[src/rtl/f1_pkg.sv]
`default_nettype none
// f1_pkg: frame geometry and FSM encoding shared by the conv-layer-1 feature RAM loader.
// Revision: 1.0
package f1_pkg;

  localparam int IMG_W       = 28;
  localparam int PAD         = 2;
  localparam int OUT_W       = IMG_W + 2 * PAD;
  localparam int FRAME_WORDS = OUT_W * OUT_W;
  localparam int IN_PIXELS   = IMG_W * IMG_W;
  localparam int WORD_BYTES  = 4;
  localparam int IDX_W       = $clog2(FRAME_WORDS);

  typedef enum logic [1:0] {
    ST_IDLE = 2'd0,
    ST_FILL = 2'd1,
    ST_DONE = 2'd2
  } f1_state_t;

endpackage
`default_nettype wire

[src/rtl/f1_pad_counter.sv]
`default_nettype none
// f1_pad_counter: row/column walk over the padded frame with linear index and border decode.
// Revision: 1.0
module f1_pad_counter
  import f1_pkg::*;
(
  input  logic             clk,
  input  logic             rst_n,
  input  logic             i_clear,
  input  logic             i_advance,
  output logic [IDX_W-1:0] o_index,
  output logic             o_is_border,
  output logic             o_is_final,
  output logic             o_is_last_pix
);

  localparam int            CW        = $clog2(OUT_W);
  localparam logic [CW-1:0] C_LAST    = CW'(OUT_W - 1);
  localparam logic [CW-1:0] C_PAD     = CW'(PAD);
  localparam logic [CW-1:0] C_END     = CW'(PAD + IMG_W);
  localparam logic [CW-1:0] C_LAST_IN = CW'(PAD + IMG_W - 1);

  logic [CW-1:0]    r_row;
  logic [CW-1:0]    r_col;
  logic [IDX_W-1:0] r_idx;
  logic             w_col_wrap;

  assign w_col_wrap = (r_col == C_LAST);

  always_ff @(posedge clk or negedge rst_n) begin
    if (!rst_n) begin
      r_row <= '0;
      r_col <= '0;
      r_idx <= '0;
    end else if (i_clear) begin
      r_row <= '0;
      r_col <= '0;
      r_idx <= '0;
    end else if (i_advance) begin
      if (w_col_wrap) begin
        r_col <= '0;
        r_row <= (r_row == C_LAST) ? '0 : r_row + CW'(1);
      end else begin
        r_col <= r_col + CW'(1);
      end
      // Linear index tracks r*OUT_W+c directly so no multiplier is needed.
      r_idx <= o_is_final ? '0 : r_idx + IDX_W'(1);
    end
  end

  assign o_index       = r_idx;
  assign o_is_final    = w_col_wrap && (r_row == C_LAST);
  assign o_is_border   = (r_row < C_PAD) || (r_row >= C_END) ||
                         (r_col < C_PAD) || (r_col >= C_END);
  assign o_is_last_pix = (r_row == C_LAST_IN) && (r_col == C_LAST_IN);

endmodule
`default_nettype wire

[src/rtl/f1_loader.sv]
`default_nettype none
// f1_loader: streams a 28x28 pixel image into the feature RAM as a zero-padded 32x32 frame.
// Revision: 1.0
module f1_loader
  import f1_pkg::*;
#(
  parameter logic [31:0] BASE_ADDR = 32'h0
) (
  input  logic        clk,
  input  logic        rst_n,
  input  logic        start,
  output logic        busy,
  output logic        done,
  output logic        err,
  input  logic        pix_valid,
  output logic        pix_ready,
  input  logic [7:0]  pix_data,
  input  logic        pix_last,
  output logic [3:0]  f1_wr_en,
  output logic [31:0] f1_waddr,
  output logic [31:0] f1_wdata
);

  localparam int ADDR_SH = $clog2(WORD_BYTES);

  f1_state_t        r_state;
  f1_state_t        w_next;
  logic             w_clear;
  logic             w_advance;
  logic             w_accept;
  logic             w_pix_ready;
  logic [IDX_W-1:0] w_index;
  logic             w_is_border;
  logic             w_is_final;
  logic             w_is_last_pix;

  logic             r_busy;
  logic             r_done;
  logic             r_err;
  logic [3:0]       r_wr_en;
  logic [31:0]      r_waddr;
  logic [31:0]      r_wdata;

  f1_pad_counter u_cnt (
    .clk          (clk),
    .rst_n        (rst_n),
    .i_clear      (w_clear),
    .i_advance    (w_advance),
    .o_index      (w_index),
    .o_is_border  (w_is_border),
    .o_is_final   (w_is_final),
    .o_is_last_pix(w_is_last_pix)
  );

  always_comb begin
    w_next      = r_state;
    w_clear     = 1'b0;
    w_advance   = 1'b0;
    w_accept    = 1'b0;
    w_pix_ready = 1'b0;
    case (r_state)
      ST_IDLE: begin
        if (start) begin
          w_next  = ST_FILL;
          w_clear = 1'b1;
        end
      end
      ST_FILL: begin
        if (w_is_border) begin
          w_advance = 1'b1;
        end else begin
          w_pix_ready = 1'b1;
          if (pix_valid) begin
            w_advance = 1'b1;
            w_accept  = 1'b1;
          end
        end
        if (w_advance && w_is_final) begin
          w_next = ST_DONE;
        end
      end
      ST_DONE: w_next = ST_IDLE;
      default: w_next = ST_IDLE;
    endcase
  end

  always_ff @(posedge clk or negedge rst_n) begin
    if (!rst_n) begin
      r_state <= ST_IDLE;
    end else begin
      r_state <= w_next;
    end
  end

  // DONE coincides with the final write; done/busy are registered so they land one cycle later.
  always_ff @(posedge clk or negedge rst_n) begin
    if (!rst_n) begin
      r_busy <= 1'b0;
      r_done <= 1'b0;
      r_err  <= 1'b0;
    end else begin
      r_done <= (r_state == ST_DONE);
      if (w_clear) begin
        r_busy <= 1'b1;
      end else if (r_state == ST_DONE) begin
        r_busy <= 1'b0;
      end
      if (w_clear) begin
        r_err <= 1'b0;
      end else if (w_accept && (pix_last != w_is_last_pix)) begin
        r_err <= 1'b1;
      end
    end
  end

  always_ff @(posedge clk or negedge rst_n) begin
    if (!rst_n) begin
      r_wr_en <= '0;
      r_waddr <= '0;
      r_wdata <= '0;
    end else if (w_advance) begin
      r_wr_en <= 4'hF;
      r_waddr <= BASE_ADDR + (32'(w_index) << ADDR_SH);
      r_wdata <= {24'h0, (w_accept ? pix_data : 8'h00)};
    end else begin
      r_wr_en <= '0;
    end
  end

  assign busy      = r_busy;
  assign done      = r_done;
  assign err       = r_err;
  assign pix_ready = w_pix_ready;
  assign f1_wr_en  = r_wr_en;
  assign f1_waddr  = r_waddr;
  assign f1_wdata  = r_wdata;

endmodule
`default_nettype wire
[config.mk]
export PLATFORM = sky130hd
export DESIGN_NAME = f1_loader
export DESIGN_NICKNAME = d
export VERILOG_FILES = /design/src/rtl/f1_pkg.sv /design/src/rtl/f1_pad_counter.sv /design/src/rtl/f1_loader.sv
export SDC_FILE = /design/constraint.sdc
export NUM_CORES = 1
export LEC_CHECK = 0
export ABC_AREA = 1
export BUFFER_PORTS_ARGS = -buffer_cell sky130_fd_sc_hd__buf_2
export CAP_MARGIN = 10
export CORE_MARGIN = 2
export CORE_UTILIZATION = 45
export DETAILED_ROUTE_END_ITERATION = 16
export GPL_TIMING_DRIVEN = 0
export MAX_ROUTING_LAYER = met4
export PLACE_DENSITY_LB_ADDON = 0.25
export REMOVE_ABC_BUFFERS = 1
export SLEW_MARGIN = 20
export SYNTH_ARGS = -nofsm -noshare
export SYNTH_HDL_FRONTEND = slang
export SYNTH_SLANG_ARGS = --single-unit
[constraint.sdc]
create_clock -name clk -period 2 [get_ports clk]
set_input_delay 0.4 -clock clk [delete_from_list [all_inputs] [get_ports clk]]
set_output_delay 0.4 -clock clk [all_outputs]
set_load 0.005 [all_outputs]
==> results.md, run 1 <==
* # fillers at 530
* Worst slew pin tran at 742 ps
* Util after Layout at 51.4%
* Vias per cell at 4.57
* CTS Root Buffer Type: clkbuf_8
* Skew-Pair Late Insertion Delay at 300 ps
* Sum Neg Setup Slack at 0 ps
* Worst Clk Skew at 3.86 ps
* Ports at 85
* CP required at 1600 ps
* Tmin final at 1940 ps
* Register area at 0.00110 mm²
* Synth Instances at 320
* Max Transition Viols Final at 0
* PD cells at 1250 mW/mm²
* Static Leak at 1.58 nW
* Synth Register Bits at 44
* Die span in x at 80.7 µm
* TritonCTS clock tree: built
* Vias in the first global route at 1703
* Netlist cell types at 29
* Relative slew margins at 50.3%
* Detailed-route via count at 1988
* Die height at 80.7 µm
* Max IR drop VDD at 0.823 mV
* Area of the multi-input gates at 0.00118 mm²
* Most frequent cell after synthesis: nand2_1
* Clock Pin Slew Worst Setup and Hold Paths at 80 ps
* Port bufs at 38
* Initial drt markers at 80
* Cell area after synthesis at 0.00264 mm²
* Post-synth EDFFs at 0
* Fmax at 516 MHz
* WP data arrival at 1540 ps
* Final worst hold slack at 89.5 ps
* CP endpoint kind: output pin
* Avg WL per Cell at 11.3 µm
* Largest net degree at the start of global routing at 45
* CTS sink count at 44
* GRT Total Usage at 15.9%
* Clock Tree Buf Depth at 2
* GP Congestion at 0.842
* Crit path max fanout at 4
* Fin. Hold Viols at 0
* Total CTS buffers at 5
* ANT nets after route at 0
* Maxcap violations at 0
* Final WL at 4900 µm
* Synth Flop Type: dfrtp_1
* Die ar. at 0.00650 mm²
* Row count at 27
* Final nets at 383
* Grt total ovfl at 0
* Top cell type's share of synthesized area at 41.6%
* Avg Inst Size Synth at 8.26 µm²
* Final setup vio count at 0
* Global-route wire length before repair at 7650 µm
* Post-synth top area cell: dfrtp_1
* Worst Setup Start Kind: register
* Ys Warns at 0
* Sequential share of the synthesized area at 41.6%
* Status: finished clean
* Async set or reset register ratio after synthesis at 100%
* Area delta synth->final at 8.33%
* Residual DRC at 0
* DP HPWL at 3270 µm
* Inserted Diodes at 0
* Starting Density at 47.4%
* H-tree depth reported by CTS at 2
* Core box area at 0.00557 mm²
* Final period util at 96.9%
* Crit path kind: register to output pin
* Hold crit path type: primary input to asynchronous set/reset pin
* Share of cells above drive strength 1 at 20.9%
* Top cells by count, synth: nand2_1, buf_4, dfrtp_1
* Initial antenna violation count at 0
* TritonRoute pass-1 iters at 4
* Area contributors post-synth: dfrtp_1, buf_4, nand2_1
[report_power, final]
part	total (mW)	internal, mW	switching (mW)
Clock	0.676	0.371	0.306
Combinational	1.49	0.631	0.856
Sequential	1.43	1.18	0.249
Total	3.59	2.18	1.41
[stage by stage]
step	instances	setup slack, ps	area (µm²)	power (mW)
finish	435	61.4	2860	3.59
CTS	428	20.5	2780	3.47
floorplan	309	230	2370	2.30
global placement	419	-109	2650	2.70
detailed placement	419	-134	2650	2.75
global route	435	-17.5	2860	3.89
[registers in the layout, indices dropped and copies added (netlist names)]
name / count
f1_waddr: 10
u_cnt.r_row: 5
f1_wdata: 8
err: 1
busy: 1
u_cnt.o_index: 10
done: 1
f1_wr_en: 1
u_cnt.r_col: 5
r_state: 2
[final cells by class]
cell class	count	area share [%]
Clock buffer	6	2.53
Sequential cell	44	38.4
Tap cell	72	3.15
Inverter	32	4.33
Multi-Input combinational cell	234	41.3
Clock inverter	2	1.22
Timing Repair Buffer	45	9.00
[critical path: stages, from the launching register on]
cell     delay [ps]
dfrtp_1         400
inv_1            90
ha_1            210
nor2_2          120
nor2_4           60
nor4_2          210
buf_2           150
[timing repair]
item	CTS	global route
pin swaps	0	1
cloned	1	0
hold buffers	0	0
setup endpoints to repair	16	12
buffers inserted	0	7
gates resized for setup	2	3
[placed cells by master (no fill, tap or decap), types with 2 or more instances in the layout]
cell      count
buf_4         7
nand4_1       2
nand3_2       3
inv_1        29
a21oi_1       4
inv_2         2
nor3b_1       6
nor2_2        4
o21ai_2       6
xor2_1        5
conb_1       46
ha_1          8
nand3_1      19
nor2_1       23
clkbuf_8      5
o21ai_1       6
buf_2        37
or2_2         2
nand2_8       2
o21ai_0      13
dfrtp_1      44
nand2_1      80
[final timing paths]
kind	slack (ps)	start	to	cells past startpoint
hold reg to reg	450	r_state[0]	done	1
setup reg to reg	170	u_cnt.r_col[0]	u_cnt.r_row[2]	11
hold / removal	90	rst_n	f1_waddr[6]	1
max in group asynchronous	1530	rst_n	done	1
min in group clk	340	pix_data[2]	f1_wdata[2]	3
setup / recovery	60	u_cnt.r_col[0]	pix_ready	6
[metal layers]
metal	track usage, %	vias to the layer above	part of all wire (%)
li1	-	993	-
met2	25.7	66	49
met4	6.27	0	1.3
met1	19.8	922	44
met3	3.03	7	5.5
met5	-	-	0
[cell families after synthesis]
logic type | count (synthesis) | share of synthesized area, %
AOI/OAI and AO/OA | 30 | 6.81
xor gates and xnor gates | 5 | 1.66
adders and majority gates | 8 | 3.79
buffers and inverters | 88 | 21.4
DFF | 44 | 41.6
other | 1 | 0.142
and+or+nand+nor | 144 | 24.6
Note: power is estimated with default switching activity, not from simulation.
==> run 2: changes to the inputs <==
--- a/config.mk
+++ b/config.mk
@@ -5,12 +5,12 @@
 export SDC_FILE = /design/constraint.sdc
 export NUM_CORES = 1
 export LEC_CHECK = 0
-export ABC_AREA = 1
-export BUFFER_PORTS_ARGS = -buffer_cell sky130_fd_sc_hd__buf_2
+export ABC_AREA = 0
 export CAP_MARGIN = 10
 export CORE_MARGIN = 2
 export CORE_UTILIZATION = 45
 export DETAILED_ROUTE_END_ITERATION = 16
+export DONT_BUFFER_PORTS = 1
 export GPL_TIMING_DRIVEN = 0
 export MAX_ROUTING_LAYER = met4
 export PLACE_DENSITY_LB_ADDON = 0.25
==> results.md, run 2 <==
* CP peak stage delay at 540 ps (was 400 ps)
* Commonest non-fill, non-tap cells in the layout: conb_1, dfrtp_1, nand2_1 (was nand2_1, conb_1, dfrtp_1)
* WHS Path Cells at 1
* Clock Pin Slew Worst Setup and Hold Paths at 80 ps (about the same)
* Avg WL per Cell at 14.4 µm (was 11.3 µm)
* Min-Delay Startpoint: pix_data[7]
* Cell area after synthesis at 0.00241 mm² (was 0.00264 mm²)
* Sequential share of the synthesized area at 45.6% (was 41.6%)
* WP buf/inv at 0 (was 2)
* Avg Inst Size Synth at 9.43 µm² (was 8.26 µm²)
* Die span in x at 77.3 µm (was 80.7 µm)
* Initial antenna violation count at 0 (unchanged)
* Inserted Diodes at 0 (unchanged)
* Die height at 77.3 µm (was 80.7 µm)
* Post-synth EDFFs at 0 (unchanged)
* GP Congestion at 0.733 (was 0.842)
* Tmin final at 2090 ps (was 1940 ps)
* Static Leak at 1.32 nW (was 1.58 nW)
* Die ar. at 0.00597 mm² (was 0.00650 mm²)
* Sw Pwr at 965 µW (was 1.41 mW)
* FF-to-FF Start: u_cnt.r_row[2] (was u_cnt.r_col[0])
* Ys Warns at 0 (unchanged)
* CP endpoint kind: register (was output pin)
* Top cells by count, synth: buf_4, dfrtp_1, nand2_1 (was nand2_1, buf_4, dfrtp_1)
* Share of cells above drive strength 1 at 18.3% (was 20.9%)
* TritonRoute pass-1 iters at 4 (unchanged)
* Clock Tree Buf Depth at 2 (unchanged)
* CP required at 2220 ps (was 1600 ps)
* Netlist cell types at 38 (was 29)
* GRT Total Usage at 17.6% (was 15.9%)
* FF-to-FF path depth at 5 (was 11)
* Residual DRC at 0 (unchanged)
* Top cell type's share of synthesized area at 45.6% (was 41.6%)
* Synth Instances at 256 (was 320)
* Port bufs at 0 (was 38)
* Final WL at 5030 µm (was 4900 µm)
* Async set or reset register ratio after synthesis at 100% (unchanged)
* Util after Layout at 53.1% (was 51.4%)
* Synth Flop Type: dfrtp_1 (unchanged)
* ANT nets after route at 0 (unchanged)
* Global-route wire length before repair at 8180 µm (was 7650 µm)
* Maxcap violations at 0 (unchanged)
* Sum Neg Setup Slack at -113 ps (was 0 ps)
* Worst Setup Start Kind: register (unchanged)
* Skew-Pair Late Insertion Delay at 300 ps (about the same)
* Final nets at 300 (was 383)
* Final setup margin at -85.2 ps (was 61.4 ps)
* Row count at 26 (was 27)
* DP HPWL at 3000 µm (was 3270 µm)
* PD cells at 960 mW/mm² (was 1250 mW/mm²)
* Hold crit path type: primary input to register (was primary input to asynchronous set/reset pin)
* Area contributors post-synth: dfrtp_1, buf_4, nand2_1 (unchanged)
* Unrepaired setup endpoints after global routing: true
* R2r setup slk at -90 ps (was 170 ps)
* Internal Power at 1.65 mW (was 2.18 mW)
* Most frequent cell after synthesis: buf_4 (was nand2_1)
* Delay-heaviest family, CP: simple AND/OR/NAND/NOR gates (was flip-flops)
* Max Transition Viols Final at 0 (unchanged)
* Worst Clk Skew at 6.15 ps (was 3.86 ps)
* Final setup vio count at 3 (was 0)
* Gate power share at 25.6% (was 41.4%)
* Detailed-route via count at 1794 (was 1988)
* Initial drt markers at 130 (was 80)
* Most common cell after layout, fill and taps aside: conb_1 (was nand2_1)
* Starting Density at 47.0% (was 47.4%)
* Failing checks: negative setup slack
* Status: finished, violations left (was finished clean)
* Crit path kind: register to register (was register to output pin)
* Fmax at 480 MHz (was 516 MHz)
* Slowest library cell on the worst path: or4_4 (was dfrtp_1)
* Placed cells at 318 (was 419)
* Fin cells at 349 (was 435)
* CTS sink count at 44 (unchanged)
* Max IR drop VDD at 0.350 mV (was 0.823 mV)
* Part of the power in registers at 54.0% (was 39.7%)
* Ports at 85 (unchanged)
* Fin. Hold Viols at 0 (unchanged)
* Crit path max fanout at 5 (was 4)
* Area delta synth->final at 13.0% (was 8.33%)
* TritonCTS clock tree: built (unchanged)
* Synth Register Bits at 44 (unchanged)
* Post-synth top area cell: dfrtp_1 (unchanged)
* Final period util at 104% (was 96.9%)
* Critical path, cell by cell: or4_4, and3_4, a21o_4, or4b_4, a31oi_1 (was inv_1, ha_1, nor2_2, nor2_4, nor4_2, buf_2)
* Grt total ovfl at 0 (unchanged)
* Total power at 2.62 mW (was 3.59 mW)
* WP data arrival at 2300 ps (was 1540 ps)
* Largest net degree at the start of global routing at 45 (unchanged)
* Total CTS buffers at 5 (unchanged)
* H-tree depth reported by CTS at 2 (unchanged)
* Worst reg2reg path endpoint: u_cnt.r_col[2] (was u_cnt.r_row[2])
* Vias in the first global route at 1678 (was 1703)
* Core box area at 0.00514 mm² (was 0.00557 mm²)
* Vias per cell at 5.14 (was 4.57)
* Clk pwr share at 20.3% (was 18.8%)
* CTS Root Buffer Type: clkbuf_8 (unchanged)
* Hold endpoint: f1_wdata[7]
* Place WS at -936 ps (was -134 ps)
* Sw frac at 36.8% (was 39.3%)
run 2: how the worst max path moves through the flow:
| stage | from | end | cells past startpoint |
|---|---|---|---|
| 4_1_cts | u_cnt.r_row[1] | u_cnt.r_col[2] | 5 |
| 2_1_floorplan | u_cnt.r_row[1] | u_cnt.r_col[3] | 5 |
| 6_report | u_cnt.r_row[2] | u_cnt.r_col[2] | 5 |
| 3_5_place_dp | u_cnt.r_col[0] | u_cnt.o_index[9] | 8 |
| 3_3_place_gp | u_cnt.r_col[0] | u_cnt.o_index[8] | 8 |
| 5_1_grt | u_cnt.r_row[1] | u_cnt.r_col[2] | 5 |
run 2: cell families after synthesis:
family,share of synthesized area [%]
and+or+nand+nor,17.7
buffers and inverters,16.9
AOI/OAI and AO/OA,14.0
DFF,45.6
adders and majority gates,4.15
xor gates and xnor gates,1.09
other,0.155
muxes,0.415
run 2: power by group through the flow:
| stage | registers, mW | clock network [mW] | logic (mW) |
|---|---|---|---|
| 2_1_floorplan | 1.33 | 0 | 0.412 |
| 4_1_cts | 1.41 | 0.551 | 0.629 |
| 3_3_place_gp | 1.39 | 0 | 0.482 |
| 6_report | 1.41 | 0.533 | 0.672 |
| 3_5_place_dp | 1.40 | 0 | 0.503 |
| 5_1_grt | 1.45 | 0.586 | 0.772 |
run 2: per-layer routing:
| layer | global-route usage, % | share of wire [%] | vias to the layer above |
|---|---|---|---|
| met2 | 26.1 | 46 | 78 |
| met4 | 5.00 | 1.6 | 0 |
| li1 | - | - | 843 |
| met5 | - | 0 | - |
| met3 | 5.18 | 7.5 | 8 |
| met1 | 23.6 | 45 | 865 |
run 2: cell type report:
cell class	count	area [µm²]
fill	495	2410
multi-input combinational	198	1230
sequential	44	1110
timing repair buffer	23	199
tap	70	87.6
clock buffer	6	72.6
inverter	7	30.0
clock inverter	1	5.00
run 2: stage by stage:
stage,hold slack (ps),area (µm²)
3_5_place_dp,105,2290
4_1_cts,223,2590
6_report,232,2730
5_1_grt,233,2730
2_1_floorplan,104,2200
3_3_place_gp,105,2290
run 2: worst register-to-register path, delay by kind of cell, from the launching register on:
| family | cells | cell delay, ps |
|---|---|---|
| simple gates | 3 | 1210 |
| compound gates | 2 | 380 |
| flops | 1 | 410 |
run 2: what timing repair did:
action                                  4_1_cts  5_1_grt
cloned                                        1        0
setup buffers                                10       11
hold buffers                                  2        0
endpoints found under the setup margin       42       34
resized for setup                            22        9
pin swaps                                     6        7
endpoints found under the hold margin        44        0
